==> config.mk <==
export PLATFORM = sky130hd
export DESIGN_NAME = fact_core_q
export DESIGN_NICKNAME = d
export VERILOG_FILES = /design/src/rtl/fact_core_q_pkg.sv /design/src/rtl/fact_core_q_mul.sv /design/src/rtl/fact_core_q.sv
export SDC_FILE = /design/constraint.sdc
export NUM_CORES = 2
export LEC_CHECK = 0
export ABC_AREA = 1
export CAP_MARGIN = 10
export CORE_UTILIZATION = 40
export DETAILED_ROUTE_END_ITERATION = 16
export GPL_TIMING_DRIVEN = 0
export PLACE_DENSITY = 0.55
export SLEW_MARGIN = 10
export SYNTH_ARGS = -nofsm -noshare
export SYNTH_HDL_FRONTEND = slang
export SYNTH_SLANG_ARGS = --single-unit
export TNS_END_PERCENT = 100
==> constraint.sdc <==
create_clock -name clk -period 11.3 [get_ports clk]
set_input_delay 1.13 -clock clk [delete_from_list [all_inputs] [get_ports clk]]
set_output_delay 1.13 -clock clk [all_outputs]
set_load 0.05 [all_outputs]
==> src/rtl/fact_core_q_pkg.sv <==
// Shared definitions for the queued factorial core: register indices,
// controller states and STATUS bit positions.
package fact_core_q_pkg;

    // Register indices, taken from s_addr[5:3]
    localparam logic [2:0] REG_RUN      = 3'd0;
    localparam logic [2:0] REG_CLEAR    = 3'd1;
    localparam logic [2:0] REG_STATUS   = 3'd2;
    localparam logic [2:0] REG_INTREN   = 3'd3;
    localparam logic [2:0] REG_OPERAND  = 3'd4;
    localparam logic [2:0] REG_RESULT_H = 3'd5;
    localparam logic [2:0] REG_RESULT_L = 3'd6;
    localparam logic [2:0] REG_POP      = 3'd7;

    // Job controller states
    typedef enum logic [2:0] {
        IDLE = 3'd0,
        LOAD = 3'd1,
        MUL  = 3'd2,
        STEP = 3'd3,
        DONE = 3'd4
    } state_t;

    // STATUS bit positions
    localparam int STAT_VALID      = 0;
    localparam int STAT_BUSY       = 1;
    localparam int STAT_HEAD_OVF   = 2;
    localparam int STAT_DROP       = 3;
    localparam int STAT_OPCNT_LSB  = 8;
    localparam int STAT_RESCNT_LSB = 16;
    localparam int STAT_CNT_W      = 8;

endpackage

==> src/rtl/fact_core_q_mul.sv <==
// Sequential shift-add multiplier: p = a * b, one multiplier bit per cycle.
// A start pulse loads the operands; done is high during the last of the OW
// working cycles, so p holds the full product from the following cycle on.
// A new start always reinitialises, so an abandoned run is harmless.
module mul_seq #(
    parameter int RW = 128,
    parameter int OW = 8
) (
    input  logic             clk,
    input  logic             reset,
    input  logic             start,
    input  logic [RW-1:0]    a,
    input  logic [OW-1:0]    b,
    output logic             done,
    output logic [RW+OW-1:0] p
);

    localparam int CNTW = (OW > 1) ? $clog2(OW) : 1;
    localparam logic [CNTW-1:0] CNT_LAST = CNTW'(OW - 1);
    localparam logic [CNTW-1:0] CNT_ONE  = CNTW'(1);

    logic                running_reg;
    logic [CNTW-1:0]     cnt_reg;
    logic [RW+OW-1:0]    mcand_reg;
    logic [OW-1:0]       mplier_reg;
    logic [RW+OW-1:0]    p_reg;

    // Load operands on start, then add the shifted multiplicand per set bit
    always_ff @(posedge clk) begin
        if (reset) begin
            running_reg <= 1'b0;
            cnt_reg     <= '0;
            mcand_reg   <= '0;
            mplier_reg  <= '0;
            p_reg       <= '0;
        end else if (start) begin
            running_reg <= 1'b1;
            cnt_reg     <= '0;
            mcand_reg   <= {{OW{1'b0}}, a};
            mplier_reg  <= b;
            p_reg       <= '0;
        end else if (running_reg) begin
            if (mplier_reg[0]) begin
                p_reg <= p_reg + mcand_reg;
            end
            mcand_reg  <= mcand_reg << 1;
            mplier_reg <= mplier_reg >> 1;
            cnt_reg    <= cnt_reg + CNT_ONE;
            if (cnt_reg == CNT_LAST) begin
                running_reg <= 1'b0;
            end
        end
    end

    assign done = running_reg && (cnt_reg == CNT_LAST);
    assign p    = p_reg;

endmodule

==> src/rtl/fact_core_q.sv <==
// Queued factorial core on the s_* register bus. Operands go into a small
// queue, a controller computes n! one multiply per k, and {ovf, result}
// entries land in a result FIFO that the host reads and pops.
module fact_core_q
    import fact_core_q_pkg::*;
#(
    parameter int DW     = 64,
    parameter int OW     = 8,
    parameter int RW     = 128,
    parameter int QDEPTH = 4
) (
    input  logic          clk,
    input  logic          reset,
    input  logic          s_sel,
    input  logic          s_wr,
    input  logic [15:0]   s_addr,
    input  logic [DW-1:0] s_din,
    output logic [DW-1:0] s_dout,
    output logic          interrupt
);

    localparam int AW = (QDEPTH > 1) ? $clog2(QDEPTH) : 1;
    localparam int CW = AW + 1;
    localparam logic [AW-1:0] PTR_ONE = AW'(1);
    localparam logic [CW-1:0] CNT_ONE = CW'(1);
    localparam logic [CW-1:0] CNT_MAX = CW'(QDEPTH);
    localparam logic [OW-1:0] K_ONE   = OW'(1);

    // Bus decode
    logic [2:0] idx;
    logic       wr_en;
    logic       clear;
    assign idx   = s_addr[5:3];
    assign wr_en = s_sel && s_wr;
    assign clear = wr_en && (idx == REG_CLEAR) && s_din[0];

    // Bits of the bus that carry no meaning for this block
    logic unused_bits;
    assign unused_bits = ^{s_addr[15:6], s_addr[2:0], s_din[DW-1:OW]};

    // Control registers
    logic run_reg;
    logic intren_reg;
    logic drop_reg;

    // Operand queue
    logic [OW-1:0] op_mem [QDEPTH];
    logic [AW-1:0] op_wr_ptr_reg, op_rd_ptr_reg;
    logic [CW-1:0] op_count_reg;
    logic          op_empty, op_full, op_push, op_pop, drop_set;

    // Result FIFO, each entry {ovf, result}
    logic [RW:0]   res_mem [QDEPTH];
    logic [AW-1:0] res_wr_ptr_reg, res_rd_ptr_reg;
    logic [CW-1:0] res_count_reg;
    logic          res_empty, res_full, res_push, res_pop;
    logic [RW:0]   res_head;

    // Controller and datapath
    state_t           state_reg, state_next;
    logic [RW-1:0]    acc_reg;
    logic [OW-1:0]    k_reg, k_dec;
    logic             ovf_reg;
    logic             mul_start, mul_done;
    logic [RW-1:0]    mul_a;
    logic [OW-1:0]    mul_b;
    logic [RW+OW-1:0] mul_p;

    assign op_empty  = (op_count_reg == '0);
    assign op_full   = (op_count_reg == CNT_MAX);
    assign res_empty = (res_count_reg == '0);
    assign res_full  = (res_count_reg == CNT_MAX);
    assign k_dec     = k_reg - K_ONE;

    assign op_push  = wr_en && (idx == REG_OPERAND) && !clear && !op_full;
    assign drop_set = wr_en && (idx == REG_OPERAND) && !clear && op_full;
    assign res_pop  = wr_en && (idx == REG_POP) && !clear && !res_empty;

    // Run, interrupt-enable and sticky drop flag
    always_ff @(posedge clk) begin
        if (reset) begin
            run_reg    <= 1'b0;
            intren_reg <= 1'b0;
            drop_reg   <= 1'b0;
        end else begin
            if (wr_en && (idx == REG_RUN)) begin
                run_reg <= s_din[0];
            end
            if (wr_en && (idx == REG_INTREN)) begin
                intren_reg <= s_din[0];
            end
            if (clear) begin
                drop_reg <= 1'b0;
            end else if (drop_set) begin
                drop_reg <= 1'b1;
            end
        end
    end

    // Operand queue storage
    always_ff @(posedge clk) begin
        if (op_push) begin
            op_mem[op_wr_ptr_reg] <= s_din[OW-1:0];
        end
    end

    // Operand queue pointers and occupancy
    always_ff @(posedge clk) begin
        if (reset || clear) begin
            op_wr_ptr_reg <= '0;
            op_rd_ptr_reg <= '0;
            op_count_reg  <= '0;
        end else begin
            if (op_push) op_wr_ptr_reg <= op_wr_ptr_reg + PTR_ONE;
            if (op_pop)  op_rd_ptr_reg <= op_rd_ptr_reg + PTR_ONE;
            if (op_push && !op_pop)      op_count_reg <= op_count_reg + CNT_ONE;
            else if (!op_push && op_pop) op_count_reg <= op_count_reg - CNT_ONE;
        end
    end

    // Result FIFO storage
    always_ff @(posedge clk) begin
        if (res_push) begin
            res_mem[res_wr_ptr_reg] <= {ovf_reg, acc_reg};
        end
    end

    // Result FIFO pointers and occupancy
    always_ff @(posedge clk) begin
        if (reset || clear) begin
            res_wr_ptr_reg <= '0;
            res_rd_ptr_reg <= '0;
            res_count_reg  <= '0;
        end else begin
            if (res_push) res_wr_ptr_reg <= res_wr_ptr_reg + PTR_ONE;
            if (res_pop)  res_rd_ptr_reg <= res_rd_ptr_reg + PTR_ONE;
            if (res_push && !res_pop)      res_count_reg <= res_count_reg + CNT_ONE;
            else if (!res_push && res_pop) res_count_reg <= res_count_reg - CNT_ONE;
        end
    end

    assign res_head = res_empty ? '0 : res_mem[res_rd_ptr_reg];

    // Controller state register
    always_ff @(posedge clk) begin
        if (reset) begin
            state_reg <= IDLE;
        end else begin
            state_reg <= state_next;
        end
    end

    // Controller next state; CLEAR aborts whatever is in flight
    always_comb begin
        state_next = state_reg;
        if (clear) begin
            state_next = IDLE;
        end else begin
            case (state_reg)
                IDLE:    if (run_reg && !op_empty) state_next = LOAD;
                LOAD:    state_next = (k_reg <= K_ONE) ? DONE : MUL;
                MUL:     if (mul_done) state_next = STEP;
                STEP:    state_next = (k_dec == K_ONE) ? DONE : MUL;
                DONE:    if (!res_full) state_next = IDLE;
                default: state_next = IDLE;
            endcase
        end
    end

    // Controller outputs: dispatch, multiplier kick-off and result push
    always_comb begin
        op_pop    = 1'b0;
        mul_start = 1'b0;
        res_push  = 1'b0;
        if (!clear) begin
            case (state_reg)
                IDLE: op_pop    = run_reg && !op_empty;
                LOAD: mul_start = (k_reg > K_ONE);
                STEP: mul_start = (k_dec != K_ONE);
                DONE: res_push  = !res_full;
                default: ;
            endcase
        end
    end

    // On STEP the multiplier is restarted with the freshly truncated product
    // and k-1, the same values being committed to acc_reg/k_reg at that edge.
    assign mul_a = (state_reg == STEP) ? mul_p[RW-1:0] : acc_reg;
    assign mul_b = (state_reg == STEP) ? k_dec : k_reg;

    // Job datapath: load a new n, or fold in one finished product
    always_ff @(posedge clk) begin
        if (reset) begin
            acc_reg <= '0;
            k_reg   <= '0;
            ovf_reg <= 1'b0;
        end else if (op_pop) begin
            acc_reg <= RW'(1);
            k_reg   <= op_mem[op_rd_ptr_reg];
            ovf_reg <= 1'b0;
        end else if ((state_reg == STEP) && !clear) begin
            acc_reg <= mul_p[RW-1:0];
            k_reg   <= k_dec;
            ovf_reg <= ovf_reg | (|mul_p[RW+OW-1:RW]);
        end
    end

    mul_seq #(
        .RW(RW),
        .OW(OW)
    ) u_mul (
        .clk   (clk),
        .reset (reset),
        .start (mul_start),
        .a     (mul_a),
        .b     (mul_b),
        .done  (mul_done),
        .p     (mul_p)
    );

    // Head entry widened so both result halves can be sliced uniformly
    logic [2*DW-1:0] head_wide;
    always_comb begin
        head_wide         = '0;
        head_wide[RW-1:0] = res_head[RW-1:0];
    end

    // Register read mux; write-only and unselected reads give zero
    always_comb begin
        s_dout = '0;
        if (s_sel) begin
            case (idx)
                REG_RUN:    s_dout[0] = run_reg;
                REG_INTREN: s_dout[0] = intren_reg;
                REG_STATUS: begin
                    s_dout[STAT_VALID]    = !res_empty;
                    s_dout[STAT_BUSY]     = (state_reg != IDLE);
                    s_dout[STAT_HEAD_OVF] = res_head[RW];
                    s_dout[STAT_DROP]     = drop_reg;
                    s_dout[STAT_OPCNT_LSB  +: STAT_CNT_W] = STAT_CNT_W'(op_count_reg);
                    s_dout[STAT_RESCNT_LSB +: STAT_CNT_W] = STAT_CNT_W'(res_count_reg);
                end
                REG_RESULT_H: s_dout = head_wide[2*DW-1:DW];
                REG_RESULT_L: s_dout = head_wide[DW-1:0];
                default:      s_dout = '0;
            endcase
        end
    end

    assign interrupt = intren_reg && !res_empty;

endmodule

==> impl_results.md <==
* Status: completed
* Crit path top cell by count: clkbuf_1
* Post-Syn Instances at 7200
* Clock sink count at between 900 and 1000
* Layout cell share with drive strength beyond 1 at about 4.3%
* Crit path largest cell delay at around 1000 ps
* Antenna viol nets, final at 0
* Worst VDD drop at approximately 0.13 mV
* Min-delay src: acc_reg[61]$_SDFFE_PP0P_
* Max frequency at 145 MHz
* Critical path's top delay family: buffers and inverters
* Main flop type after synthesis: edfxtp_1
* Type of the most critical hold path: flip-flop to flip-flop
* Critical Path Slowest Stage Cell: buf_1
* Buf+Inv Stages, Crit Path at 4
* Die area at ~140000 sq um
* RSZ-0062 raised after global routing: no
* Cell Area, Synth at roughly 54000 sq um
* CP required at 10170 ps
* Core ar. at about 130000 sq um
* Final slew viol count at 0
* CP endpoint kind: output pin
* Power per cell area at approximately 120 nW/um^2
* Starting density of the core at 40.3%
* Via count at between 40000 and 50000
* Overall power at 0.00744 W
* Post-placement setup slack at 5210 ps
* Initial drt markers at between 5000 and 6000
* Post-synth top area share at between 30% and 40%
* Worst R2R Start: u_mul.running_reg$_SDFF_PP0_
* H-tree Lvls at 3
* GR Util All Layers at around 32%
* Crit-path cells: clkbuf_1 > buf_1 > clkbuf_1 > nor2_1 > o22ai_1 > nand3_1 > a31oi_1 > clkdlybuf4s50_1
* Max reg flops at 516
* # setup viols final at 0
* Std-Cell Rows at 134
* Final setup margin at about 4400 ps
* Post-synth cell types at 47
* Avg Inst Size Synth at between 7 and 8 sq um
* # resized after CTS at 0
* Top post-synthesis cells by area: edfxtp_1, dfxtp_1, nand2_1
* Final hold slack at approximately 440 ps
* Worst slew margin at 9.59%
* Post-synth ARST share at 0%
* Fill cells at 13841
* Grt ovf at 0
* Yosys reg bits at between 900 and 1000
* Clock-pin slew on the worst setup and hold paths at approximately 60 ps
* Port Buffers at a little under 80
* Number of synthesized flops with an enable pin at 548
* Number of buffers created by CTS at roughly 110
* Leakage at 23.7 nW
* CTS Hold Buffers Added at 0
* Final Hold Vio Count at 0
* Nets at ~7600
* CTS tree: done
* Crit path DAT at between 5000 and 6000 ps
* Die X at 368 um
* Crit-path max FO at 10
* Slew @ Worst Pin at 1360 ps
* Clock Path Buffers at 3
* Clock Skew at around 80 ps
* Number of remaining DRC errors at 0
* Max Cap Viol at 0
* Largest net degree at the start of global routing at 27
* Via/cell ratio at 5.31
* Crit Path Class: flip-flop to output pin
* Worst Setup Start Kind: flip-flop
* Final period util at between 60% and 70%
* Post-synthesis sequential area ratio at between 40% and 50%
* Tmin final at about 6900 ps
* Routed len/inst at 23.9 um
* Syn Nets at 7437
* Final Routed Wirelength at about 220000 um
* First-pass GRT wire length at about 320000 um
* Skew-Pair Late Insertion Delay at 760 ps
* Synth area leader: edfxtp_1
* Post-place instance area at approximately 57000 sq um
* Highest-count cells in the layout ignoring fill and taps: nand2_1, inv_1, nor2_1, a21oi_1, edfxtp_1
* Initial antenna violation count at 13
* Vias in the first global route at 46259
* GPL Wtd Cong at 1.04
* Detailed Place HPWL at ~180000 um
* Commonest non-fill, non-tap cell in the layout: nand2_1
* Area added between synthesis and finish at 13.3%
* # IOs at 149
* Finished Cell Area at ~60000 sq um
* Die span in y at around 370 um
* Total setup buffers inserted after CTS at 0
* Clk root buf: clkbuf_16
* YS warnings at 0
* Total iterations of the first detailed-routing run at 6
worst register-to-register path, delay by kind of cell, from the launching register on:
family                 cells  cell delay [ps]
buffers and inverters      5             2860
AND/OR/NAND/NOR            3             1150
flip-flops                 1              540
synthesized netlist by cell type (2+ instances only):
master	number
buf_1	12
nor2_2	3
a21oi_2	35
xnor2_1	21
xor2_1	37
edfxtp_1	548
a21o_1	5
mux2i_1	4
nand3_1	335
a21oi_1	555
o211ai_1	5
or2_1	2
or2_2	9
inv_2	3
o21ai_0	450
nand4_1	15
a221oi_1	128
clkbuf_1	208
o21bai_1	9
buf_6	9
nand3b_1	6
ha_1	150
inv_1	1097
clkinv_1	5
buf_4	7
nor3_1	27
o21a_1	4
buf_2	61
fa_1	3
nor2_1	999
nand2_1	1828
nor4_1	6
a31oi_1	15
and2_1	3
o32ai_1	2
o22ai_1	135
dfxtp_1	445
a211oi_1	5
report_power, final:
group | leakage (nW) | switching [W] | internal (W)
clock | 1.72 | 0.00155 | 0.00203
sequential | 7.54 | 0.00000113 | 0.00377
combinational | 14.4 | 0.0000699 | 0.0000175
stage by stage:
stage	std cells	setup TNS, ps	util (%)
after floorplan	7200	0	-
after global placement	9045	-1818030	42.5
after detailed placement	9070	0	43.0
after CTS	9271	0	45.6
after global routing	9271	0	45.6
final	9281	0	45.7
path summary, 6_finish.rpt:
path	slack, ps	cells after the start	to
setup / recovery	4400	8	s_dout[16]
hold / removal	440	0	res_mem[3][61]$_DFFE_PP_
setup reg to reg	6620	8	u_mul.p[107]$_SDFFE_PP0P_
hold reg to reg	440	0	res_mem[3][61]$_DFFE_PP_
routing by layer:
metal	vias up	part of all wire, %	GRT usage, %
li1	23837	-	-
met5	-	0	0
met1	23493	45	44.3
met3	299	6.4	3.92
met4	0	4.3	12.9
met2	1658	45	50.8
cell type report:
class | instances | area, sq um | area share (%)
diodes | 10 | 25.0 | 0.0411
repair buffers | 102 | 1310 | 2.15
flip-flops and latches | 993 | 25400 | 41.7
inverters | 1106 | 4150 | 6.83
plain buffers | 297 | 1290 | 2.13
clock inverters | 53 | 601 | 0.987
clock buffers | 148 | 2970 | 4.88
multi-input cells | 4804 | 22900 | 37.7
well taps | 1768 | 2210 | 3.64
cell families (layout without fill, tap and decap cells):
logic type	count (synthesis)	in the layout	share of synthesized area, %
AND/OR/NAND/NOR	3236	3236	23.7
flip-flops	993	993	47.2
buffers and inverters	1403	1706	10.1
XOR/XNOR	58	58	0.946
other	0	10	0
adder cells (fa/ha/maj)	153	153	3.61
multiplexers	4	4	0.0746
AO/OA/AOI/OAI	1353	1353	14.3
Note: power is estimated with default switching activity, not from simulation.
